$ cat src/rtl/term_pkg.sv
// Shared control codes, controller state encoding and VRAM address packing
// for the terminal controller and its blitter.
package term_pkg;

    localparam logic [7:0] CHR_BS  = 8'h08;
    localparam logic [7:0] CHR_TAB = 8'h09;
    localparam logic [7:0] CHR_LF  = 8'h0A;
    localparam logic [7:0] CHR_FF  = 8'h0C;
    localparam logic [7:0] CHR_CR  = 8'h0D;

    localparam int ROW_W  = 5;
    localparam int COL_W  = 6;
    localparam int ADDR_W = ROW_W + COL_W;

    typedef enum logic [2:0] {
        IDLE,
        PUT,
        SCROLL_RD,
        SCROLL_WR,
        CLR_LINE,
        CLR_ALL
    } term_state_t;

    function automatic logic [ADDR_W-1:0] pack_addr(input logic [ROW_W-1:0] row,
                                                    input logic [COL_W-1:0] col);
        return {row, col};
    endfunction

endpackage

$ cat src/rtl/term_blit.sv
// Full-screen sweeper: scroll (read/write alternation per cell, then blank last row)
// and clears, one VRAM access per cycle; start is a pulse, done pulses on the final cell.
module term_blit
    import term_pkg::*;
#(
    parameter int          COLS  = 60,
    parameter int          ROWS  = 17,
    parameter logic [7:0]  BLANK = 8'h20
) (
    input  logic              clk_i,
    input  logic              rst_i,
    input  logic              start_i,
    input  term_state_t       op_i,
    input  logic [7:0]        vram_dout_i,
    output logic              done_o,
    output logic [ADDR_W-1:0] addr_o,
    output logic [7:0]        din_o,
    output logic              ce_o,
    output logic              we_o
);

    localparam logic [COL_W-1:0] COL_LAST = 6'(COLS - 1);
    localparam logic [ROW_W-1:0] ROW_LAST = 5'(ROWS - 1);

    term_state_t      state_q, state_d;
    logic [ROW_W-1:0] row_q, row_d;
    logic [COL_W-1:0] col_q, col_d;

    always_ff @(posedge clk_i) begin
        if (rst_i) begin
            state_q <= CLR_ALL;
            row_q   <= '0;
            col_q   <= '0;
        end else begin
            state_q <= state_d;
            row_q   <= row_d;
            col_q   <= col_d;
        end
    end

    always_comb begin
        state_d = state_q;
        row_d   = row_q;
        col_d   = col_q;
        done_o  = 1'b0;
        addr_o  = pack_addr(row_q, col_q);
        din_o   = BLANK;
        ce_o    = (state_q != IDLE);
        we_o    = 1'b0;

        case (state_q)
            IDLE: begin
                if (start_i) begin
                    col_d = '0;
                    case (op_i)
                        SCROLL_RD: begin
                            // A one-row screen has nothing to move up, only a line to blank.
                            if (ROWS > 1) begin
                                state_d = SCROLL_RD;
                                row_d   = 5'd1;
                            end else begin
                                state_d = CLR_LINE;
                                row_d   = ROW_LAST;
                            end
                        end
                        CLR_LINE: begin
                            state_d = CLR_LINE;
                            row_d   = ROW_LAST;
                        end
                        default: begin
                            state_d = CLR_ALL;
                            row_d   = '0;
                        end
                    endcase
                end
            end

            SCROLL_RD: begin
                state_d = SCROLL_WR;
            end

            SCROLL_WR: begin
                // Read data from the previous cycle lands one row higher.
                addr_o  = pack_addr(row_q - 5'd1, col_q);
                din_o   = vram_dout_i;
                we_o    = 1'b1;
                state_d = SCROLL_RD;
                if (col_q == COL_LAST) begin
                    col_d = '0;
                    if (row_q == ROW_LAST) begin
                        state_d = CLR_LINE;
                    end else begin
                        row_d = row_q + 5'd1;
                    end
                end else begin
                    col_d = col_q + 6'd1;
                end
            end

            CLR_LINE: begin
                we_o = 1'b1;
                if (col_q == COL_LAST) begin
                    done_o  = 1'b1;
                    state_d = IDLE;
                    col_d   = '0;
                end else begin
                    col_d = col_q + 6'd1;
                end
            end

            CLR_ALL: begin
                we_o = 1'b1;
                if (col_q == COL_LAST) begin
                    col_d = '0;
                    if (row_q == ROW_LAST) begin
                        done_o  = 1'b1;
                        state_d = IDLE;
                        row_d   = '0;
                    end else begin
                        row_d = row_q + 5'd1;
                    end
                end else begin
                    col_d = col_q + 6'd1;
                end
            end

            default: begin
                state_d = IDLE;
            end
        endcase
    end

endmodule

$ cat src/rtl/term_ctrl.sv
// Terminal controller on VRAM port A: cursor, byte handshake (1 printable per 2 cycles,
// o_ready low during scroll/clear) and control-code decode; TERM_TAB_EN enables TAB stops.
module term_ctrl
    import term_pkg::*;
#(
    parameter int         COLS  = 60,
    parameter int         ROWS  = 17,
    parameter logic [7:0] BLANK = 8'h20
) (
    input  logic        i_clk,
    input  logic        i_rst,
    input  logic [7:0]  i_data,
    input  logic        i_valid,
    output logic        o_ready,
    output logic [10:0] o_vram_addr,
    output logic [7:0]  o_vram_din,
    input  logic [7:0]  i_vram_dout,
    output logic        o_vram_ce,
    output logic        o_vram_wre,
    output logic        o_cursor_e,
    output logic        o_busy
);

    localparam logic [COL_W-1:0] COL_LAST = 6'(COLS - 1);
    localparam logic [ROW_W-1:0] ROW_LAST = 5'(ROWS - 1);

    // While the blitter runs, state_q holds the operation it was started with.
    term_state_t      state_q, state_d;
    logic [ROW_W-1:0] cur_row_q, cur_row_d;
    logic [COL_W-1:0] cur_col_q, cur_col_d;
    logic [7:0]       data_q, data_d;

    logic              blit_start;
    term_state_t       blit_op;
    logic              blit_done;
    logic [ADDR_W-1:0] blit_addr;
    logic [7:0]        blit_din;
    logic              blit_ce;
    logic              blit_we;

`ifdef TERM_TAB_EN
    logic [COL_W:0]   tab_sum;
    logic [COL_W-1:0] tab_col;
    assign tab_sum = {1'b0, cur_col_q | 6'd7} + 7'd1;
    assign tab_col = (tab_sum > 7'(COLS - 1)) ? COL_LAST : tab_sum[COL_W-1:0];
`endif

    term_blit #(
        .COLS  (COLS),
        .ROWS  (ROWS),
        .BLANK (BLANK)
    ) u_blit (
        .clk_i       (i_clk),
        .rst_i       (i_rst),
        .start_i     (blit_start),
        .op_i        (blit_op),
        .vram_dout_i (i_vram_dout),
        .done_o      (blit_done),
        .addr_o      (blit_addr),
        .din_o       (blit_din),
        .ce_o        (blit_ce),
        .we_o        (blit_we)
    );

    always_ff @(posedge i_clk) begin
        if (i_rst) begin
            state_q   <= CLR_ALL;
            cur_row_q <= '0;
            cur_col_q <= '0;
            data_q    <= '0;
        end else begin
            state_q   <= state_d;
            cur_row_q <= cur_row_d;
            cur_col_q <= cur_col_d;
            data_q    <= data_d;
        end
    end

    always_comb begin
        state_d     = state_q;
        cur_row_d   = cur_row_q;
        cur_col_d   = cur_col_q;
        data_d      = data_q;
        blit_start  = 1'b0;
        blit_op     = CLR_ALL;
        o_ready     = 1'b0;
        o_cursor_e  = 1'b0;
        o_vram_ce   = 1'b0;
        o_vram_wre  = 1'b0;
        o_vram_din  = '0;
        o_vram_addr = pack_addr(cur_row_q, cur_col_q);
        o_busy      = !(state_q == IDLE || state_q == PUT);

        case (state_q)
            IDLE: begin
                o_ready    = !i_rst;
                o_cursor_e = !i_rst;
                if (i_valid && !i_rst) begin
                    if (i_data >= 8'h20) begin
                        data_d  = i_data;
                        state_d = PUT;
                    end else begin
                        case (i_data)
                            CHR_CR: cur_col_d = '0;
                            CHR_BS: begin
                                if (cur_col_q != '0) cur_col_d = cur_col_q - 6'd1;
                            end
                            CHR_LF: begin
                                if (cur_row_q != ROW_LAST) begin
                                    cur_row_d = cur_row_q + 5'd1;
                                end else begin
                                    blit_start = 1'b1;
                                    blit_op    = SCROLL_RD;
                                    state_d    = SCROLL_RD;
                                end
                            end
                            CHR_FF: begin
                                cur_row_d  = '0;
                                cur_col_d  = '0;
                                blit_start = 1'b1;
                                blit_op    = CLR_ALL;
                                state_d    = CLR_ALL;
                            end
`ifdef TERM_TAB_EN
                            CHR_TAB: cur_col_d = tab_col;
`endif
                            default: ;
                        endcase
                    end
                end
            end

            PUT: begin
                o_cursor_e = !i_rst;
                o_vram_ce  = !i_rst;
                o_vram_wre = !i_rst;
                o_vram_din = i_rst ? 8'h00 : data_q;
                state_d    = IDLE;
                if (cur_col_q == COL_LAST) begin
                    cur_col_d = '0;
                    if (cur_row_q != ROW_LAST) begin
                        cur_row_d = cur_row_q + 5'd1;
                    end else begin
                        blit_start = 1'b1;
                        blit_op    = SCROLL_RD;
                        state_d    = SCROLL_RD;
                    end
                end else begin
                    cur_col_d = cur_col_q + 6'd1;
                end
            end

            default: begin
                o_vram_addr = blit_addr;
                o_vram_din  = i_rst ? 8'h00 : blit_din;
                o_vram_ce   = blit_ce && !i_rst;
                o_vram_wre  = blit_we && !i_rst;
                if (blit_done) state_d = IDLE;
            end
        endcase
    end

endmodule
$ cat config.mk
export PLATFORM = sky130hd
export DESIGN_NAME = term_ctrl
export DESIGN_NICKNAME = d
export VERILOG_FILES = /design/src/rtl/term_pkg.sv /design/src/rtl/term_blit.sv /design/src/rtl/term_ctrl.sv
export SDC_FILE = /design/constraint.sdc
export NUM_CORES = 1
export LEC_CHECK = 0
export ABC_AREA = 1
export ABC_CLOCK_PERIOD_IN_PS = 1580
export CAP_MARGIN = 20
export CORE_MARGIN = 10
export CORE_UTILIZATION = 40
export CTS_BUF_LIST = sky130_fd_sc_hd__clkbuf_4
export DETAILED_ROUTE_END_ITERATION = 10
export GPL_ROUTABILITY_DRIVEN = 0
export HOLD_SLACK_MARGIN = 0.1
export PLACE_DENSITY_LB_ADDON = 0.05
export SLEW_MARGIN = 10
export SYNTH_ARGS = -nofsm -noshare
export SYNTH_HDL_FRONTEND = slang
export SYNTH_SLANG_ARGS = --single-unit
$ cat constraint.sdc
create_clock -name i_clk -period 1.58 [get_ports i_clk]
set_input_delay 0.237 -clock i_clk [delete_from_list [all_inputs] [get_ports i_clk]]
set_output_delay 0.237 -clock i_clk [all_outputs]
set_load 0.05 [all_outputs]
==> flow_summary.html <==
<table>
<tr><th>Metric</th><th>Value</th></tr>
<tr><th colspan="2">STA</th></tr>
<tr><td>Setup Skew</td><td>0.00459 ns</td></tr>
<tr><td>Maximum clock frequency</td><td>529 MHz</td></tr>
<tr><td>RSZ-0062 raised after global routing</td><td>yes</td></tr>
<tr><td>Worst Tran Pin Value</td><td>0.328 ns</td></tr>
<tr><td>Count of endpoints failing hold in the final timing report</td><td>0</td></tr>
<tr><td>Relative slew margins</td><td>78.0%</td></tr>
<tr><td>Crit path time final</td><td>1.89 ns</td></tr>
<tr><td>PnR worst setup slack</td><td>-0.309 ns</td></tr>
<tr><td>Pins over their slew limit</td><td>0</td></tr>
<tr><td>Post-route clock period utilization</td><td>120%</td></tr>
<tr><td>Endpoints failing setup</td><td>49</td></tr>
<tr><th colspan="2">Logic synthesis</th></tr>
<tr><td>Average footprint of a synthesized cell</td><td>6.31 sq um</td></tr>
<tr><td>Net count of the mapped netlist</td><td>463</td></tr>
<tr><td>Netlist Area Pre-Place</td><td>2740 sq um</td></tr>
<tr><td>Netlist cell types</td><td>35</td></tr>
<tr><td>Area share of the largest cell type after synthesis</td><td>26.3%</td></tr>
<tr><td>Largest cells by area after synthesis</td><td>sky130_fd_sc_hd__dfxtp_1 26%, sky130_fd_sc_hd__nand2_1 14%, sky130_fd_sc_hd__nand3_1 9.5%</td></tr>
<tr><td>Number of warning messages in the yosys log</td><td>0</td></tr>
<tr><td>Synthesis-stage register bit count</td><td>36</td></tr>
<tr><td>Post-synthesis cell type with the largest combined area</td><td>sky130_fd_sc_hd__dfxtp_1</td></tr>
<tr><td>Number of instances in the synthesized netlist</td><td>434</td></tr>
<tr><td>Part of the Yosys area used for sequential elements</td><td>26.3%</td></tr>
<tr><th colspan="2">Power and ir drop</th></tr>
<tr><td>Sequential power share</td><td>35.7%</td></tr>
<tr><td>Net switching power</td><td>1030 uW</td></tr>
<tr><td>Cell Pwr Density</td><td>543 nW/um^2</td></tr>
<tr><td>Switching power as a share of total power</td><td>37.2%</td></tr>
<tr><td>Leakage power of the design</td><td>0.00210 uW</td></tr>
<tr><td>Power share of the clock group</td><td>19.4%</td></tr>
<tr><td>Internal power contribution</td><td>1730 uW</td></tr>
<tr><td>Overall Power</td><td>2760 uW</td></tr>
<tr><td>Logic gate share of total power</td><td>44.9%</td></tr>
<tr><td>Max VDD drop</td><td>403 uV</td></tr>
<tr><th colspan="2">Floorplanning</th></tr>
<tr><td>X dimension of the die</td><td>103 microns</td></tr>
<tr><td>Ports placed on the boundary</td><td>43</td></tr>
<tr><td>Number of cell rows</td><td>30</td></tr>
<tr><td>Full die area</td><td>10,600 sq um</td></tr>
<tr><td>Initial standard-cell utilization of the core</td><td>40.7%</td></tr>
<tr><td>Floorplan core area</td><td>6720 sq um</td></tr>
<tr><td>Die H</td><td>103 microns</td></tr>
<tr><th colspan="2">Worst setup path</th></tr>
<tr><td>Critical path buffers and inverters</td><td>4</td></tr>
<tr><td>End of the worst register-to-register path</td><td>u_blit.state_q[2]$_SDFFE_PP1P_</td></tr>
<tr><td>Worst-path fanout max</td><td>5</td></tr>
<tr><td>Required time of the worst setup path</td><td>1.34 ns</td></tr>
<tr><td>Family with the most delay on the worst path</td><td>buffers and inverters</td></tr>
<tr><td>Reg-to-Reg Start</td><td>state_q[1]$_SDFFE_PP0P_</td></tr>
<tr><td>Kind of critical path</td><td>reg -&gt; out</td></tr>
<tr><td>Worst reg-to-reg setup slack</td><td>-0.18 ns</td></tr>
<tr><td>Crit path max-delay cell type</td><td>sky130_fd_sc_hd__dfxtp_4</td></tr>
<tr><td>Critical path launch point</td><td>state_q[2]$_SDFFE_PP1P_</td></tr>
<tr><td>Critical path cell sequence</td><td>inv_4 -&gt; nand2_4 -&gt; clkinvlp_4 -&gt; nor2_4 -&gt; inv_2 -&gt; o21ai_4 -&gt; buf_12</td></tr>
<tr><td>Count of cells along the worst register-to-register path</td><td>11</td></tr>
<tr><td>Stage delay of the slowest cell on the critical path</td><td>0.38 ns</td></tr>
<tr><td>Crit path capture</td><td>o_vram_wre</td></tr>
<tr><td>Nature of the critical path endpoint</td><td>output pin</td></tr>
<tr><td>Crit start category</td><td>register</td></tr>
<tr><td>Logic depth of the worst setup path including buffers</td><td>7</td></tr>
<tr><td>Critical Path AT</td><td>1.65 ns</td></tr>
<tr><th colspan="2">Route</th></tr>
<tr><td>Number of nets with antenna violations after detailed routing</td><td>0</td></tr>
<tr><td># DRC</td><td>0</td></tr>
<tr><td>Total iterations of the first detailed-routing run</td><td>5</td></tr>
<tr><td>Vias per cell</td><td>5.30</td></tr>
<tr><td>Via count</td><td>3,428</td></tr>
<tr><td>Overall routed net length</td><td>10.1 mm</td></tr>
<tr><td>Initial drt markers</td><td>142</td></tr>
<tr><td>Drt wl/cell</td><td>15.6 microns</td></tr>
<tr><th colspan="2">Finish</th></tr>
<tr><td>Most frequent cells in the layout</td><td>69 x sky130_fd_sc_hd__buf_4, 65 x sky130_fd_sc_hd__nand2_1, 37 x sky130_fd_sc_hd__inv_1</td></tr>
<tr><td>Layout cells sized above 1</td><td>49.6%</td></tr>
<tr><td>ANT cells</td><td>0</td></tr>
<tr><td># nets final</td><td>595</td></tr>
<tr><td>Most common library cell in the layout ignoring fill and taps</td><td>sky130_fd_sc_hd__buf_4</td></tr>
<tr><td>Filler Cells Inserted</td><td>489</td></tr>
<tr><td>Number of cells in the finished layout apart from fillers</td><td>647</td></tr>
<tr><td>Area growth from synthesis to layout</td><td>85.8%</td></tr>
<tr><th colspan="2">CTS</th></tr>
<tr><td>Insertion delay to the later sink of the worst-skew pair</td><td>0.35 ns</td></tr>
<tr><td>Maximum level of the CTS H-tree</td><td>2</td></tr>
<tr><td>Number of clock sinks</td><td>36</td></tr>
<tr><td>Maximum number of buffers from clock root to sink</td><td>2</td></tr>
<tr><td>Clock transition at the registers of the reported paths</td><td>0.12 ns</td></tr>
<tr><td>Number of buffers created by CTS</td><td>5</td></tr>
<tr><td>CTS hold repair buffers</td><td>0</td></tr>
<tr><td>TritonCTS clock tree</td><td>yes</td></tr>
<tr><td>CTS Root Buffer Type</td><td>sky130_fd_sc_hd__clkbuf_4</td></tr>
<tr><th colspan="2">Placed design</th></tr>
<tr><td>Placement Setup Slack</td><td>-0.342 ns</td></tr>
<tr><td>Dpl hpwl</td><td>6.76 mm</td></tr>
<tr><td>Number of instances in the placed design</td><td>613</td></tr>
<tr><td>Port Buffers</td><td>42</td></tr>
<tr><th colspan="2">Run status</th></tr>
<tr><td>Status</td><td>complete, but fails checks</td></tr>
<tr><td>Violations in the final reports</td><td>setup timing</td></tr>
<tr><th colspan="2">Worst hold path</th></tr>
<tr><td>Path category of the worst min-delay check</td><td>reg -&gt; reg</td></tr>
<tr><th colspan="2">Global route</th></tr>
<tr><td>Maximum number of pins on one net before global-route repair</td><td>18</td></tr>
<tr><td>First-pass GRT wire length</td><td>14.9 mm</td></tr>
<tr><td>GR Overflow Total</td><td>0</td></tr>
<tr><td>Overall fraction of global-route tracks in use</td><td>17.3%</td></tr>
<tr><td>Number of antenna violations at the first check in global routing</td><td>0</td></tr>
<tr><td>Number of global-route vias before repair</td><td>3,229</td></tr>
<tr><th colspan="2">Run</th></tr>
<tr><td>Max-capacitance violation count</td><td>0</td></tr>
</table>
-- power by group through the flow --
stage / combinational (uW) / clock (uW) / sequential (uW)
6_report: 1240 / 537 / 986
5_1_grt: 1320 / 594 / 992
4_1_cts: 1000 / 546 / 984
3_5_place_dp: 900 / 0 / 1010
3_3_place_gp: 891 / 0 / 1010
2_1_floorplan: 517 / 0 / 1010
-- registers in the layout (all words and copies together), names as in the netlist --
register        flops
data_q              8
cur_col_q           6
u_blit.state_q      3
state_q             3
u_blit.col_q        6
u_blit.row_q        5
cur_row_q           5
-- cell type report --
class,count,area (sq um),area share [%]
Timing Repair Buffer,132,1490,29.3
Sequential cell,36,739,14.5
Clock buffer,7,52.6,1.03
Tap cell,80,100,1.97
Multi-Input combinational cell,335,2470,48.5
Inverter,56,236,4.65
Clock inverter,1,3.75,0.0738
-- metal layers --
layer  wire [microns]  global-route usage [%]  vias to the layer above
met5                0                       0                        -
met4              134                    3.64                        0
met3              489                    3.69                       18
met2             5170                    30.4                       98
met1             4320                    21.1                     1619
li1                 -                       -                     1693
-- worst min-delay path by stage --
stage                        endpoint                    from  slack, ns  cells past startpoint
4_1_cts        data_q[7]$_SDFFE_PP0P_  data_q[7]$_SDFFE_PP0P_       0.47                      2
6_report       data_q[7]$_SDFFE_PP0P_  data_q[7]$_SDFFE_PP0P_       0.47                      2
2_1_floorplan  data_q[5]$_SDFFE_PP0P_               i_data[5]       0.38                      2
3_3_place_gp   data_q[7]$_SDFFE_PP0P_  data_q[7]$_SDFFE_PP0P_       0.45                      2
5_1_grt        data_q[5]$_SDFFE_PP0P_  data_q[5]$_SDFFE_PP0P_       0.51                      2
3_5_place_dp   data_q[7]$_SDFFE_PP0P_  data_q[7]$_SDFFE_PP0P_       0.45                      2
-- worst min-delay path, cell delays in order, from the launching register on --
cell                      delay, ns
sky130_fd_sc_hd__dfxtp_1       0.33
sky130_fd_sc_hd__nand2_1       0.06
sky130_fd_sc_hd__a21oi_1       0.05
-- synth_stat cells --
library cell               count
sky130_fd_sc_hd__o31ai_1       1
sky130_fd_sc_hd__inv_2         9
sky130_fd_sc_hd__nor3_4        1
sky130_fd_sc_hd__o21ai_2       1
sky130_fd_sc_hd__a21oi_1      34
sky130_fd_sc_hd__nor3_1        3
sky130_fd_sc_hd__or2_2         3
sky130_fd_sc_hd__o22ai_1       3
sky130_fd_sc_hd__o21ai_1       3
sky130_fd_sc_hd__clkinv_1      2
sky130_fd_sc_hd__dfxtp_1      36
sky130_fd_sc_hd__o31ai_4       1
sky130_fd_sc_hd__a31oi_1       1
sky130_fd_sc_hd__xnor2_1       3
sky130_fd_sc_hd__nand2_1     102
sky130_fd_sc_hd__inv_1        44
sky130_fd_sc_hd__nand4_1       8
sky130_fd_sc_hd__nor2_2        2
sky130_fd_sc_hd__buf_4         2
sky130_fd_sc_hd__nand3_4       1
sky130_fd_sc_hd__nand2_4       3
sky130_fd_sc_hd__o21ai_0      32
sky130_fd_sc_hd__buf_2         4
sky130_fd_sc_hd__nor3_2        1
sky130_fd_sc_hd__nor2_4        4
sky130_fd_sc_hd__o211ai_1      2
sky130_fd_sc_hd__clkbuf_1      4
sky130_fd_sc_hd__xor2_1       13
sky130_fd_sc_hd__ha_1         10
sky130_fd_sc_hd__nor2_1       41
sky130_fd_sc_hd__nand3_1      52
sky130_fd_sc_hd__nand3_2       2
sky130_fd_sc_hd__nand2_2       4
sky130_fd_sc_hd__inv_4         1
sky130_fd_sc_hd__clkbuf_2      1
-- cells by family (layout without fill, tap and decap cells) --
group,after synthesis,after routing,share of synthesized area (%)
buffers and inverters,67,196,9.78
AND/OR/NAND/NOR,227,231,38.8
flip-flops,36,36,26.3
AO/OA/AOI/OAI,78,78,15.4
XOR/XNOR,16,16,5.12
adder cells (fa/ha/maj),10,10,4.57
-- metrics by stage --
stage | util [%] | cell area [sq um] | TNS (ns) | hold slack (ns)
final | 75.7 | 5090 | -8.76 | 0.472
after global routing | 75.7 | 5090 | -12.38 | 0.506
after CTS | 67.8 | 4550 | -5.13 | 0.471
after detailed placement | 62.6 | 4210 | -9.47 | 0.453
after global placement | 62.6 | 4210 | -8.42 | 0.454
after floorplan | - | 2970 | -0.579 | 0.384
-- what timing repair did --
item / CTS / global route
setup endpoints to repair: 35 / 50
pin swaps: 14 / 35
endpoints found under the hold margin: 0 / 0
cloned: 1 / 4
resized for setup: 58 / 99
buffers inserted: 9 / 13
Power figures use the tool's default switching activity.
